==> src/rtl/cpi_serializer.sv <==
// Cyclic-prefix insertion and serializer: buffers one IFFT symbol, then streams prefix + body.
// Optional sticky misuse flag `err` when CPI_ERR_EN is defined.
module cpi_serializer #(
    parameter int unsigned N      = 64,
    parameter int unsigned CP_LEN = 16,
    parameter int unsigned DW     = 16,
    parameter int unsigned AW     = 6
) (
    input  logic          clk,
    input  logic          rst,
    input  logic          wr_en,
    input  logic [AW-1:0] wr_addr,
    input  logic [DW-1:0] wr_re,
    input  logic [DW-1:0] wr_im,
    input  logic          CPI_start,
    input  logic          CPIdataValid,
    input  logic          out_ready,
    output logic          out_valid,
    output logic [DW-1:0] out_re,
    output logic [DW-1:0] out_im,
    output logic          out_cp,
    output logic          out_last,
    output logic          CPI_done,
    output logic          busy
`ifdef CPI_ERR_EN
    ,
    output logic          err
`endif
);

    typedef enum logic [1:0] {StIdle, StPrefix, StBody} state_e;

    state_e          state;
    logic [2*DW-1:0] mem [N];
    logic [AW-1:0]   idx;
    logic [AW-1:0]   cnt;
    logic            fetch_done;
    logic            a_valid;
    logic [AW-1:0]   a_addr;
    logic            a_cp;
    logic            a_last;

    logic start_ok;
    logic out_adv;
    logic a_adv;
    logic issue;
    logic final_xfer;

    assign start_ok   = CPI_start && CPIdataValid;
    assign out_adv    = !out_valid || out_ready;
    assign a_adv      = !a_valid || out_adv;
    assign issue      = (state != StIdle) && !fetch_done;
    assign final_xfer = out_valid && out_ready && out_last;

    // Symbol buffer is deliberately not reset; writes only land while idle.
    always_ff @(posedge clk) begin
        if (wr_en && state == StIdle) begin
            mem[wr_addr] <= {wr_re, wr_im};
        end
    end

    // Two-stage read pipeline: address stage (a_*) feeds the registered output stage.
    always_ff @(posedge clk) begin
        if (rst) begin
            state      <= StIdle;
            busy       <= 1'b0;
            out_valid  <= 1'b0;
            out_re     <= '0;
            out_im     <= '0;
            out_cp     <= 1'b0;
            out_last   <= 1'b0;
            CPI_done   <= 1'b0;
            idx        <= '0;
            cnt        <= '0;
            fetch_done <= 1'b0;
            a_valid    <= 1'b0;
            a_addr     <= '0;
            a_cp       <= 1'b0;
            a_last     <= 1'b0;
        end else begin
            CPI_done <= 1'b0;

            if (out_adv) begin
                out_valid <= a_valid;
                if (a_valid) begin
                    out_re   <= mem[a_addr][2*DW-1:DW];
                    out_im   <= mem[a_addr][DW-1:0];
                    out_cp   <= a_cp;
                    out_last <= a_last;
                end
            end

            if (a_adv) begin
                a_valid <= issue;
                if (issue) begin
                    a_addr <= idx;
                    a_cp   <= (state == StPrefix);
                    a_last <= (state == StBody) && (idx == AW'(N - 1));
                end
            end

            unique case (state)
                StIdle: begin
                    if (start_ok) begin
                        state      <= StPrefix;
                        busy       <= 1'b1;
                        idx        <= AW'(N - CP_LEN);
                        cnt        <= '0;
                        fetch_done <= 1'b0;
                    end
                end
                StPrefix: begin
                    if (a_adv) begin
                        if (cnt == AW'(CP_LEN - 1)) begin
                            state <= StBody;
                            idx   <= '0;
                            cnt   <= '0;
                        end else begin
                            idx <= idx + AW'(1);
                            cnt <= cnt + AW'(1);
                        end
                    end
                end
                StBody: begin
                    if (a_adv && !fetch_done) begin
                        if (idx == AW'(N - 1)) begin
                            fetch_done <= 1'b1;
                        end else begin
                            idx <= idx + AW'(1);
                        end
                    end
                    if (final_xfer) begin
                        state    <= StIdle;
                        busy     <= 1'b0;
                        CPI_done <= 1'b1;
                    end
                end
                default: state <= StIdle;
            endcase
        end
    end

`ifdef CPI_ERR_EN
    always_ff @(posedge clk) begin
        if (rst) begin
            err <= 1'b0;
        end else if (busy && (start_ok || wr_en)) begin
            err <= 1'b1;
        end
    end
`endif

endmodule

==> config.mk <==
export PLATFORM = sky130hd
export DESIGN_NAME = cpi_serializer
export DESIGN_NICKNAME = d
export VERILOG_FILES = /design/src/rtl/cpi_serializer.sv
export SDC_FILE = /design/constraint.sdc
export NUM_CORES = 2
export LEC_CHECK = 0
export CORE_UTILIZATION = 40
export DETAILED_ROUTE_END_ITERATION = 10
export DONT_BUFFER_PORTS = 1
export PLACE_DENSITY = 0.54
export SLEW_MARGIN = 10
export SYNTH_ARGS = -nofsm -noshare
export SYNTH_HDL_FRONTEND = slang
export SYNTH_SLANG_ARGS = --single-unit
==> constraint.sdc <==
create_clock -name clk -period 3.6 [get_ports clk]
set_input_delay 1.08 -clock clk [delete_from_list [all_inputs] [get_ports clk]]
set_output_delay 1.08 -clock clk [all_outputs]
set_load 0.01 [all_outputs]
==> qor.txt <==
Final non-filler cell total -> 6,813
Post-Syn Instances -> 3,733
FMAX -> 0.3319 GHz
Die Span X -> 451.3 µm
Share of cells above drive strength 1 -> 27.00%
Reg-to-reg critical path startpoint -> a_addr[2]
Later-pin clock latency in the skew report -> 0.83 ns
Die H -> 451.3 µm
GRT Util Overall -> 20.91%
Number of detailed-route iterations in the first pass -> 10
Maxcap violations -> 0
Multi-input gate area -> 17,520 µm²
Routed WL -> 213,400 µm
Fin util -> 46.48%
Commonest non-fill, non-tap cells in the layout -> 2,048 x edfxtp_1, 475 x mux4_2, 217 x clkbuf_16
Worst hold slack -> 0.3430 ns
# rows -> 164
Most common cell after layout, fill and taps aside -> edfxtp_1
Slew @ Worst Pin -> 1.034 ns
Post-synth EDFFs -> 2,048
Initial core utilization -> 40.36%
Number of global-route vias before repair -> 39,344
Crit path time final -> 3.013 ns
Fillers -> 16,581
Antenna violations before repair -> 4
Core ar. -> 200,100 µm²
Fin. max-slew vios -> 0
Endpoint, Worst Hold -> mem[6][14]
Final GP Congestion -> 0.8356
Area delta synth->final -> 15.15%
LEAKAGE -> 27.99 nW
Cell variety after synth -> 57
HP Start -> wr_im[14]
Worst r2r path cells -> 6
Mapped Area -> 80,750 µm²
Maximum root-to-sink buffer count -> 3
Fin. Hold Viols -> 0
Headroom to the max-slew limit -> 30.86%
Routed vias/inst -> 5.718
RSZ-0062 raised after global routing -> no
Share of the synthesized area in the top cell type -> 76.16%
DIE AREA -> 203,700 µm²
Routed via count -> 38,958
Failing checks -> design-rule violations
WS Path Type -> flip-flop to flip-flop
Status -> finished with violations
First-pass GRT wire length -> 302,800 µm
Area contributors post-synth -> edfxtp_1 76%, mux4_2 13%, mux2i_1 2.0%
Power density over the cells -> 545.9 nW/µm²
Clk pin slew, worst setup/hold paths -> 0.06 ns
Post-CTS setup buffer count -> 0
CTS buffer count -> 214
CTS Hold Bufs -> 0
CP Capture Type -> flip-flop
Maximum vdd ir drop -> 0.5204 mV
Post-synthesis register bit count -> 2,109
Startpoint Class -> flip-flop
CTS tree -> yes
H-tree Lvls -> 4
Main flop type after synthesis -> edfxtp_1
Inst Count DP -> 6,418
Fraction of registers with async set/reset -> 0%
Drt initial violations -> 4,227
Grt total ovfl -> 0
Boundary pin count -> 81
Largest net degree at the start of global routing -> 67
CTS resizes -> 0
Nets -> 4,029
Req. time, crit path -> 4.28 ns
Routed Antenna Nets -> 0
Clock skew -> 0.03621 ns
# clock sinks -> 2,109
FF-to-FF End -> out_im[5]
Worst hold stages -> 0
Clk root buf -> clkbuf_16
Worst Hold Class -> input port to flip-flop
Mean area per synthesized cell -> 21.63 µm²
Port buffer count -> 0
Sequential cell area -> 62,740 µm²
Post-synthesis sequential area ratio -> 77.67%
Setup slack, reg-to-reg -> 0.59 ns
Residual DRC count -> 10
Period utilization -> 83.71%
Syn_nets -> 3,784
Routed len/inst -> 31.33 µm
Setup violators final -> 0
TNS Setup -> 0 ns
Yosys Warn Count -> 0
DP HPWL -> 125,000 µm
Largest area contributor in the netlist -> edfxtp_1
Critical-path maximum fanout -> 21
Crit path DAT -> 3.70 ns
synthesized netlist by cell type, types with 26 or more instances:
cell type  count
buf_2         63
mux4_2       475
nand2_1      124
a22oi_1       63
mux2i_1      160
o22ai_1       27
nand3_1       28
a21oi_1       73
buf_4         26
edfxtp_1    2048
clkbuf_1      97
dfxtp_1       61
mux2_2        41
o21ai_0       55
a221oi_1      37
nor2_1        97
worst max-delay path by stage:
stage               cells after the start       start  slack, ns         end
floorplan                               4  wr_addr[4]      -0.08  mem[16][0]
global placement                        6   out_ready       0.25   out_im[4]
detailed placement                      6   out_ready       0.20  out_re[12]
CTS                                     6   a_addr[2]       0.53   out_im[5]
global route                            6   a_addr[2]       0.47   out_im[5]
finish                                  6   a_addr[2]       0.59   out_im[5]
through the flow:
stage                     area (µm²)  worst slack, ns  total power [W]
after global routing           92980           0.4743          0.05214
final                          92980           0.5866          0.05076
after CTS                      92980           0.5338          0.05119
after global placement         86240           0.2530          0.02971
after floorplan                80750         -0.08260          0.02881
after detailed placement       86240           0.1959          0.02972
registers in the layout (all words and copies together), names as in the netlist, 2 cells and up:
name	flops
idx	6
out_re	16
cnt	6
a_addr	6
state	2
out_im	16
mem	2048
final cells by class:
type,instances,share of cell area (%)
flip-flops and latches,2109,67.47
clock buffers,281,6.142
repair buffers,239,2.831
diodes,1,0.002691
multi-input cells,1405,18.84
well taps,2656,3.574
inverters,9,0.03902
clock inverters,113,1.102
worst max-delay path, stage by stage, from the launching register on:
cell	delay (ns)
dfxtp_4	0.62
buf_4	0.48
mux4_2	0.57
mux2i_1	0.35
a32oi_1	0.14
a31oi_1	0.51
o21ai_0	0.16
power breakdown:
part | switching (W) | internal [W] | total (W) | leakage (nW)
Clock | 0.00924 | 0.0123 | 0.0216 | 3.28
Sequential | 0.000330 | 0.0272 | 0.0275 | 18.9
Combinational | 0.00108 | 0.000612 | 0.00169 | 5.79
Total | 0.0107 | 0.0401 | 0.0508 | 28.0
per-layer routing:
layer | GRT usage (%) | wire length (µm) | vias up | part of all wire [%]
li1 | - | - | 16223 | -
met1 | 29.19 | 91890 | 21228 | 43
met2 | 33.77 | 103200 | 1234 | 48
met3 | 4.003 | 13450 | 267 | 6.3
met4 | 5.309 | 4886 | 6 | 2.3
met5 | 0 | 46 | - | 0.022
cells by family (layout without fill, tap and decap cells):
| group | Yosys count | count (layout) | synth area share [%] |
|---|---|---|---|
| DFF | 2109 | 2109 | 77.67 |
| muxes | 676 | 676 | 15.80 |
| and+or+nand+nor | 366 | 366 | 2.110 |
| AOI/OAI and AO/OA | 352 | 352 | 2.987 |
| buffers and inverters | 219 | 642 | 1.274 |
| adders and majority gates | 7 | 7 | 0.1085 |
| xor gates and xnor gates | 4 | 4 | 0.04339 |
| other | 0 | 1 | 0 |
Note: power is estimated with default switching activity, not from simulation.
